### src/rtl/rx_loopback_checker_pkg.sv
// Shared definitions for the RX loopback checker.
// Holds the FSM state encoding and the data width shared with counter_datagen.
package rx_loopback_checker_pkg;

  localparam int unsigned DATA_W = 8;
  localparam int unsigned OFF_W  = 3;

  typedef enum logic [1:0] {
    ST_IDLE   = 2'd0,
    ST_SEARCH = 2'd1,
    ST_LOCKED = 2'd2
  } state_e;

endpackage

### src/rtl/rx_bit_aligner.sv
// Bit rotation stage: keeps the previous valid word and extracts the word
// starting at bit_offset from {prev_word, data_in}.
// Ports:
//   clk, rst        - clock, async active-high reset
//   data_in         - raw deserializer word, bit 7 earliest
//   data_valid      - data_in qualifier
//   bit_offset      - rotation to apply
//   aligned_c       - combinational aligned word (for the checker FSM)
//   aligned_data    - registered aligned word
//   aligned_valid   - registered qualifier for aligned_data
module rx_bit_aligner
  import rx_loopback_checker_pkg::*;
(
  input  logic              clk,
  input  logic              rst,
  input  logic [DATA_W-1:0] data_in,
  input  logic              data_valid,
  input  logic [OFF_W-1:0]  bit_offset,
  output logic [DATA_W-1:0] aligned_c,
  output logic [DATA_W-1:0] aligned_data,
  output logic              aligned_valid
);

  logic [DATA_W-1:0]   prev_word_q, prev_word_d;
  logic [DATA_W-1:0]   aligned_data_q, aligned_data_d;
  logic                aligned_valid_q, aligned_valid_d;
  logic [2*DATA_W-1:0] shifted;

  // Rotation mux: cat[7+off:off]
  always_comb begin
    shifted   = {prev_word_q, data_in} >> bit_offset;
    aligned_c = shifted[DATA_W-1:0];
  end

  // Next-state for history and output registers; invalid words change nothing
  always_comb begin
    prev_word_d     = prev_word_q;
    aligned_data_d  = aligned_data_q;
    aligned_valid_d = data_valid;
    if (data_valid) begin
      prev_word_d    = data_in;
      aligned_data_d = aligned_c;
    end
  end

  always_ff @(posedge clk or posedge rst) begin
    if (rst) begin
      prev_word_q     <= '0;
      aligned_data_q  <= '0;
      aligned_valid_q <= 1'b0;
    end else begin
      prev_word_q     <= prev_word_d;
      aligned_data_q  <= aligned_data_d;
      aligned_valid_q <= aligned_valid_d;
    end
  end

  assign aligned_data  = aligned_data_q;
  assign aligned_valid = aligned_valid_q;

endmodule

### config.mk
export PLATFORM = sky130hd
export DESIGN_NAME = rx_bit_aligner
export DESIGN_NICKNAME = d
export VERILOG_FILES = /design/src/rtl/rx_loopback_checker_pkg.sv /design/src/rtl/rx_bit_aligner.sv
export SDC_FILE = /design/constraint.sdc
export NUM_CORES = 1
export LEC_CHECK = 0
export CAP_MARGIN = 20
export CORE_UTILIZATION = 46
export DETAILED_ROUTE_END_ITERATION = 7
export PLACE_DENSITY = 0.78
export SLEW_MARGIN = 0
export SYNTH_ARGS = -nofsm -noshare
export SYNTH_HDL_FRONTEND = slang
export SYNTH_SLANG_ARGS = --single-unit
### constraint.sdc
create_clock -name clk -period 2 [get_ports clk]
set_input_delay 0.4 -clock clk [delete_from_list [all_inputs] [get_ports clk]]
set_output_delay 0.4 -clock clk [all_outputs]
set_load 0.005 [all_outputs]
==> results of run 1 <==
==> timing repair <==
item | CTS | global route
gates resized for setup | 69 | 22
setup buffers | 6 | 5
pin swaps | 8 | 9
endpoints found under the setup margin | 9 | 8
cloned | 0 | 0
==> flip-flops by register name, indices dropped and copies added (netlist names) <==
name,cells
aligned_data,8
prev_word_q,7
aligned_valid,1
==> layout by cell type, fill, tap and decap left out, drive strengths merged <==
| master | count |
|---|---|
| dlygate4sd2 | 5 |
| o22ai | 10 |
| nand2 | 8 |
| nor2b | 1 |
| mux2 | 23 |
| a22o | 2 |
| buf | 41 |
| dfrtp | 16 |
| inv | 2 |
| nand2b | 3 |
| mux2i | 4 |
| clkbuf | 9 |
| clkdlybuf4s15 | 6 |
| clkdlybuf4s50 | 11 |
| mux4 | 2 |
| o31ai | 6 |
| or2 | 1 |
| nor2 | 7 |
==> worst max-delay path by stage <==
stage                                from  slack (ns)            to
2_1_floorplan               bit_offset[0]        0.23  aligned_c[5]
3_3_place_gp                bit_offset[1]       -0.74  aligned_c[1]
3_5_place_dp                bit_offset[1]       -0.78  aligned_c[1]
4_1_cts        prev_word_q[0]$_DFFE_PP0P_      -0.004  aligned_c[1]
5_1_grt        prev_word_q[0]$_DFFE_PP0P_       -0.06  aligned_c[1]
6_report       prev_word_q[0]$_DFFE_PP0P_       -0.03  aligned_c[1]
==> metrics by stage <==
step                      cells  setup TNS (ns)  hold slack (ns)
after global routing        184          -0.115            0.428
after CTS                   179        -0.00448            0.489
after floorplan              91               0            0.314
after detailed placement    169           -6.05            0.466
final                       184         -0.0329            0.429
after global placement      169           -5.53            0.464
==> layer usage <==
metal / track usage / up-vias / wire length [um]
met4: 0.211 / 0 / 164
met2: 0.616 / 77 / 2090
met5: 0 / - / 0
met1: 0.373 / 553 / 1620
met3: 0.0685 / 26 / 297
li1: - / 469 / -
==> synthesized netlist by cell type <==
library cell | count | area share
buf_2 | 2 | 0.0099
o31ai_1 | 6 | 0.044
nor2_1 | 7 | 0.026
a22o_1 | 2 | 0.017
mux2_1 | 2 | 0.022
mux2i_1 | 4 | 0.040
mux4_2 | 2 | 0.044
nor2b_1 | 1 | 0.0062
buf_1 | 1 | 0.0037
nand2_1 | 8 | 0.030
o22ai_1 | 10 | 0.062
nand2b_1 | 3 | 0.019
or2_2 | 1 | 0.0062
clkbuf_1 | 2 | 0.0074
buf_6 | 1 | 0.011
mux2_4 | 4 | 0.059
inv_1 | 2 | 0.0074
mux2_2 | 17 | 0.19
dfrtp_1 | 16 | 0.40
==> final cells by class <==
cell class                      instances  area, um^2  area share
Sequential cell                        16         400       0.221
Timing Repair Buffer                   68         584       0.323
Multi-Input combinational cell         67         749       0.414
Clock buffer                            4        36.3      0.0200
Tap cell                               27        33.8      0.0186
Inverter                                2        7.51     0.00414
==> cell families (layout without fill, tap and decap cells) <==
family,Yosys count,after routing,share of synthesized area
AOI/OAI and AO/OA,18,18,0.124
buffers and inverters,8,74,0.0396
DFF,16,16,0.396
muxes,29,29,0.355
and+or+nand+nor,20,20,0.0865
==> where the power goes <==
part           switching, mW  internal (mW)
registers             0.0286          0.363
logic                  0.207          0.280
clock network          0.122          0.111
==> impl_metrics.yaml, run 1 <==
die:
  initial_core_util: 0.501
  coreArea_um2: 2020
  fp.dieW_um: 48.9
  dieArea_um2: 2390
  pin_count: 31
  dieHeight_um: 48.9
  rows: 16
setup_path:
  worst_r2r_path_depth: 3
  required_ns: 1.60
  cp_cell_sequence: "mux2_4 -> mux4_2 -> buf_2"
  cp_slowest_cell: "mux4_2"
  worstPathArrival_ns: 1.63
  crit_path_start_kind: "flop"
  cp-end-kind: "output port"
  cpPeakStageDelay_ns: 0.50
  rrSetupSlack_ns: 0.43
  path_delay_family: "multiplexers"
  critPathBufInv: 1
  worstSetupPathDepth: 3
  setup.worst_path.class: "flop to output port"
  crit_fanout: 2
  rr_endpoint: "aligned_data[1]$_DFFE_PP0P_"
  timing.rr.start: "prev_word_q[0]$_DFFE_PP0P_"
run_status:
  violations: "negative setup slack"
  outcome: "complete, but fails checks"
route:
  dr_total_vias: 1125
  dr.pass1.iters: 4
  vias_per_cell: 6.11
  post_drt_wl_per_cell_um: 22.7
  routed_wl_um: 4180
  drc: 0
  drt_iter0_markers: 27
  detail-route-antenna-nets: 0
cts:
  cts_tree: "built"
  clockBufferDepth: 2
  cts-hold-fix-buffers: 0
  cts_sinks: 16
  htreeDepth: 1
  clock_latency_ns: 0.30
  numCtsBuffers: 3
  clockRootBuffer: "clkbuf_4"
  clk_pin_slew_worst_paths_ns: 0.11
placed_design:
  port-buffer-count: 30
  place.gp.congestion: 0.956
  dpl_worst_slack_ns: -0.784
  place_area_um2: 1520
  hpwl_um: 2080
logic_synthesis:
  yosysSeqAreaShare: 0.396
  synth_seq_cells: 16
  postSynthAreaPerCell_um2: 11.1
  synth_cells: 91
  syn-num-nets: 105
  synth_area_um2: 1010
  synth_cell_type_count: 19
  yosys_warnings: 0
final_layout:
  final_nets: 172
  utilization: 0.896
  fillers: 88
  diodes: 0
  drive_gt1_frac: 0.580
  final_area_um2: 1810
  synthToLayoutAreaGrowth_pct: 79.0
sta:
  fin_crit_ns: 2.03
  slew_violations: 0
  report.final.hold_viol_count: 0
  slew_headroom: 0.555
  fin_ws_ns: -0.0270
  clock_skew_ns: 0.00504
  period_share: 1.01
  worst_pin_slew_ns: 0.666
  setup_viol: 2
  rsz0062_at_grt: "true"
  max_clock_freq_mhz: 493
pwr:
  power_density_nw_per_um2: 614
  power_mw: 1.11
  peakVddDrop_mv: 0.497
  leakage_nw: 0.834
hold_path:
  hold_end: "prev_word_q[6]$_DFFE_PP0P_"
  holdPathStages: 2
  hold_path.class: "input pin to flop"
  min_from: "data_in[6]"
grt:
  grt_max_degree: 17
  grt_usage: 0.345
  grt_pass1_wl_um: 6020
  grt_pass1_vias: 1182
  antenna_found_initial: 0
  overflow: 0
run:
  maxCapViolations: 0
Power figures use the tool's default switching activity.
==> run 2, diff against run 1 <==
--- a/config.mk
+++ b/config.mk
@@ -5,10 +5,13 @@
 export SDC_FILE = /design/constraint.sdc
 export NUM_CORES = 1
 export LEC_CHECK = 0
+export ABC_CLOCK_PERIOD_IN_PS = 2000
 export CAP_MARGIN = 20
 export CORE_UTILIZATION = 46
 export DETAILED_ROUTE_END_ITERATION = 7
+export GPL_TIMING_DRIVEN = 0
 export PLACE_DENSITY = 0.78
+export SKIP_LAST_GASP = 1
 export SLEW_MARGIN = 0
 export SYNTH_ARGS = -nofsm -noshare
 export SYNTH_HDL_FRONTEND = slang
==> run 2 against run 1 <==
Non-clock buffer count shrank 19; the run still ends with negative setup slack left; highest routed layer unchanged; setup slack lost 0.055 ns; final cell count shrank 11%; combinational power shrank 19%; sequential share of layout area grew 3.0 points; count of clock-buffer cells in the layout shrank 1; register-to-register slack lost 0.17 ns; utilization shrank 11 points; via count shrank 15%; sequential power is essentially flat; critical path depth grew 3; flip-flop and latch count is the same; largest power group unchanged.
==> impl_metrics.yaml, run 2 (synthesis gave the netlist of run 1 again) <==
run_status:
  outcome: "complete, but fails checks"
  violations: "negative setup slack"
sta:
  worst_pin_slew_ns: 0.619
  rsz0062_at_grt: "true"
  slew_violations: 0
  max_clock_freq_mhz: 480
  period_share: 1.04
  tns_ns: -0.144
  slew_headroom: 0.587
  clock_skew_ns: 0.00633
  holdWs_ns: 0.441
  report.final.hold_viol_count: 0
  fin_ws_ns: -0.0824
  setup_viol: 2
  fin_crit_ns: 2.08
route:
  vias_per_cell: 5.86
  post_drt_wl_per_cell_um: 17.8
  dr.pass1.iters: 4
  detail-route-antenna-nets: 0
  routed_wl_um: 2910
  drc: 0
  dr_total_vias: 961
  drt_iter0_markers: 27
final_layout:
  final_common_cell: "dfrtp_1"
  mostFrequentLayoutCells: "dfrtp_1 (16), buf_4 (13), mux2_2 (12), clkdlybuf4s50_1 (11)"
  synthToLayoutAreaGrowth_pct: 57.4
  final_area_um2: 1590
  drive_gt1_frac: 0.453
  regArea_um2: 400
  utilization: 0.788
  final_nets: 153
  fillers: 118
  diodes: 0
  multiInputGateArea_um2: 701
  largest_reg_flops: 8
setup_path:
  timing.rr.start: "prev_word_q[0]$_DFFE_PP0P_"
  worstPathArrival_ns: 1.68
  crit_fanout: 6
  startpoint: "bit_offset[1]"
  crit_path_start_kind: "input pin"
  cp-end-kind: "output port"
  setup.worst_path.class: "input pin to output port"
  required_ns: 1.60
grt:
  antenna_found_initial: 0
  grt_usage: 0.240
  grt_pass1_wl_um: 4260
  grt_pass1_vias: 908
  grt_max_degree: 17
  overflow: 0
cts:
  clk_pin_slew_worst_paths_ns: 0.08
  cts_sinks: 16
  cts_tree: "built"
  clockBufferDepth: 2
  htreeDepth: 1
  cts-hold-fix-buffers: 0
  clockRootBuffer: "clkbuf_4"
  numCtsBuffers: 3
  clock_latency_ns: 0.30
placed_design:
  place_area_um2: 1330
  place.gp.congestion: 0.854
  hpwl_um: 1670
  port-buffer-count: 28
hold_path:
  min_from: "data_in[4]"
  hold_path.class: "input pin to flop"
pwr:
  leakage_nw: 0.709
  peakVddDrop_mv: 0.505
  power_density_nw_per_um2: 600
die:
  initial_core_util: 0.501
  coreArea_um2: 2020
  rows: 16
  fp.dieW_um: 48.9
  dieArea_um2: 2390
  dieHeight_um: 48.9
  pin_count: 31
run:
  maxCapViolations: 0
[run 2: layer usage]
metal  routed length, um  part of all wire  vias to the layer above  global-route usage
met5                   0                 0                        -                   0
met4                  87             0.030                        0               0.147
met3                 147             0.050                       11              0.0467
met2                1470              0.51                       48               0.391
met1                1200              0.41                      468               0.290
li1                    -                 -                      434                   -
[run 2: timing repair]
item | 4_1_cts | 5_1_grt
pin swaps | 8 | 2
resized for setup | 50 | 16
buffers inserted | 9 | 6
endpoints found under the setup margin | 8 | 7
[run 2: path summary, 6_finish.rpt]
check,endpoint,slack (ns),depth (start not counted)
setup / recovery,aligned_c[1],-0.08,6
hold / removal,prev_word_q[4]$_DFFE_PP0P_,0.44,2
setup reg to reg,aligned_data[1]$_DFFE_PP0P_,0.26,4
hold reg to reg,aligned_data[2]$_DFFE_PP0P_,0.50,2
max in group asynchronous,aligned_valid$_DFF_PP0_,1.12,2
min in group asynchronous,aligned_data[5]$_DFFE_PP0P_,0.47,2
[run 2: layout make-up]
class,instances,area share
buffer,6,0.0291
clock buffer,3,0.0141
inverter,2,0.00471
multi-input combinational,67,0.440
sequential,16,0.251
tap,27,0.0212
timing repair buffer,43,0.240
[run 2: worst max-delay path, stage by stage]
cell    delay, ns
buf_8        0.11
buf_6        0.13
buf_6        0.11
mux2_4       0.29
mux4_2       0.49
buf_2        0.15
[run 2: through the flow]
| step | worst slack [ns] | total power [mW] | std cells |
|---|---|---|---|
| after floorplan | 0.230 | 0.548 | 91 |
| after global placement | -0.742 | 0.692 | 146 |
| after detailed placement | -0.759 | 0.698 | 146 |
| after CTS | -0.0673 | 0.902 | 158 |
| after global routing | -0.115 | 1.00 | 164 |
| final | -0.0824 | 0.955 | 164 |
[run 2: report_power, final]
| part | switching, mW | internal, mW | total [mW] |
|---|---|---|---|
| clock network | 0.103 | 0.0703 | 0.173 |
| logic | 0.161 | 0.232 | 0.393 |
| registers | 0.0256 | 0.363 | 0.389 |
| total | 0.290 | 0.665 | 0.955 |
==> run 3, diff against run 2 <==
--- a/config.mk
+++ b/config.mk
@@ -7,10 +7,11 @@
 export LEC_CHECK = 0
 export ABC_CLOCK_PERIOD_IN_PS = 2000
 export CAP_MARGIN = 20
-export CORE_UTILIZATION = 46
+export CORE_UTILIZATION = 48
+export CTS_BUF_LIST = sky130_fd_sc_hd__clkbuf_8
 export DETAILED_ROUTE_END_ITERATION = 7
 export GPL_TIMING_DRIVEN = 0
-export PLACE_DENSITY = 0.78
+export PLACE_DENSITY = 0.81
 export SKIP_LAST_GASP = 1
 export SLEW_MARGIN = 0
 export SYNTH_ARGS = -nofsm -noshare
==> run 3 against run 2 <==
The flow still finishes with violations (negative setup slack); non-clock buffer count grew 3; routed wire length grew 12%; sequential power is essentially flat.
==> impl_metrics.yaml, run 3 (synthesis gave the netlist of run 1 again) <==
placed_design:
  place.gp.congestion: 0.920
  dpl_worst_slack_ns: -0.783
  hpwl_um: 1700
  port-buffer-count: 28
setup_path:
  worst_r2r_path_depth: 4
  timing.rr.start: "prev_word_q[0]$_DFFE_PP0P_"
  cp_slowest_cell: "mux4_2"
  rr_endpoint: "aligned_data[1]$_DFFE_PP0P_"
  startpoint: "data_in[2]"
  crit_fanout: 4
  cpPeakStageDelay_ns: 0.49
  critPathBufInv: 2
  cp-end-kind: "output port"
  worstPathArrival_ns: 1.64
  rrSetupSlack_ns: 0.24
  crit_path_start_kind: "input pin"
  cp_cell_sequence: "dlygate4sd2_1 -> mux2_1 -> mux4_2 -> buf_6"
  setup.worst_path.class: "input pin to output port"
  required_ns: 1.60
  path_delay_family: "multiplexers"
route:
  detail-route-antenna-nets: 0
  drc: 0
  routed_wl_um: 3270
  drt_iter0_markers: 27
  vias_per_cell: 6.01
  post_drt_wl_per_cell_um: 19.5
  dr.pass1.iters: 4
  dr_total_vias: 1010
grt:
  gr-usage-met1: 0.346
  grt_pass1_vias: 928
  overflow: 0
  grt_use_met2: 0.500
  antenna_found_initial: 0
  grt_pass1_wl_um: 4460
  busiest_layer: "met2"
  grt_usage: 0.288
  grt.met3_usage: 0.0415
  grt_max_degree: 17
sta:
  fin_ws_ns: -0.0408
  slew_violations: 0
  max_clock_freq_mhz: 490
  report.final.hold_viol_count: 0
  clock_skew_ns: 0.00421
  fin_crit_ns: 2.04
  slew_headroom: 0.569
  worst_pin_slew_ns: 0.646
  period_share: 1.02
  rsz0062_at_grt: "true"
  setup_viol: 2
final_layout:
  fillers: 101
  final_common_cell: "buf_4"
  largest_reg_flops: 8
  mostFrequentLayoutCells: "buf_4 (18), dfrtp_1 (16), mux2_2 (12), clkdlybuf4s50_1 (11), mux2_4 (10)"
  synthToLayoutAreaGrowth_pct: 62.3
  drive_gt1_frac: 0.511
  diodes: 0
  final_nets: 156
  utilization: 0.829
cts:
  cts_sinks: 16
  cts_tree: "built"
  clockRootBuffer: "clkbuf_8"
  numCtsBuffers: 3
  htreeDepth: 1
  clockBufferDepth: 2
  clk_pin_slew_worst_paths_ns: 0.07
  clock_latency_ns: 0.25
run:
  maxCapViolations: 0
die:
  initial_core_util: 0.511
  fp.dieW_um: 47.9
  coreArea_um2: 1980
  dieHeight_um: 47.9
  pin_count: 31
  rows: 16
  dieArea_um2: 2300
pwr:
  power_density_nw_per_um2: 669
  peakVddDrop_mv: 0.406
  leakage_nw: 0.740
hold_path:
  holdPathStages: 2
  hold_end: "prev_word_q[5]$_DFFE_PP0P_"
  min_from: "data_in[5]"
  hold_path.class: "input pin to flop"
run_status:
  violations: "negative setup slack"
  outcome: "complete, but fails checks"
[run 3: cell type report]
cell class	count	area, um^2	share of cell area
buffer	6	51.3	0.0312
timing repair buffer	46	393	0.239
multi-input combinational	67	702	0.427
clock buffer	4	55.1	0.0335
sequential	16	400	0.244
tap	27	33.8	0.0206
inverter	2	7.51	0.00457
[run 3: how the worst max path moves through the flow]
stage / depth (start not counted) / end / slack, ns
2_1_floorplan: 5 / aligned_c[5] / 0.23
3_3_place_gp: 5 / aligned_c[0] / -0.76
5_1_grt: 3 / aligned_c[1] / -0.06
3_5_place_dp: 5 / aligned_c[1] / -0.78
4_1_cts: 3 / aligned_c[1] / -0.01
6_report: 4 / aligned_c[1] / -0.04
[run 3: repair_timing]
| action | in CTS | in global routing |
|---|---|---|
| gates resized for setup | 56 | 20 |
| buffers inserted | 12 | 6 |
| pin swaps | 7 | 4 |
| hold buffers | 0 | 0 |
| hold endpoints to repair | 0 | 0 |
| setup endpoints to repair | 10 | 11 |
[run 3: metrics by stage]
| step | area (um^2) | power (mW) | TNS [ns] | cells | hold slack (ns) |
|---|---|---|---|---|---|
| floorplan | 1010 | 0.548 | 0 | 91 | 0.314 |
| global placement | 1330 | 0.691 | -5.61 | 146 | 0.465 |
| detailed placement | 1330 | 0.700 | -6.20 | 146 | 0.477 |
| CTS | 1560 | 1.03 | -0.0144 | 162 | 0.493 |
| global route | 1640 | 1.14 | -0.160 | 168 | 0.464 |
| finish | 1640 | 1.10 | -0.0436 | 168 | 0.447 |
[run 3: power breakdown]
part	total [mW]	internal, mW	switching [mW]
logic	0.416	0.243	0.173
registers	0.390	0.364	0.0266
clock network	0.292	0.175	0.118
total	1.10	0.781	0.318
[run 3: layer usage]
layer | vias to the layer above | part of all wire
li1 | 439 | -
met1 | 506 | 0.40
met2 | 50 | 0.50
met3 | 15 | 0.058
met4 | 0 | 0.032
met5 | - | 0
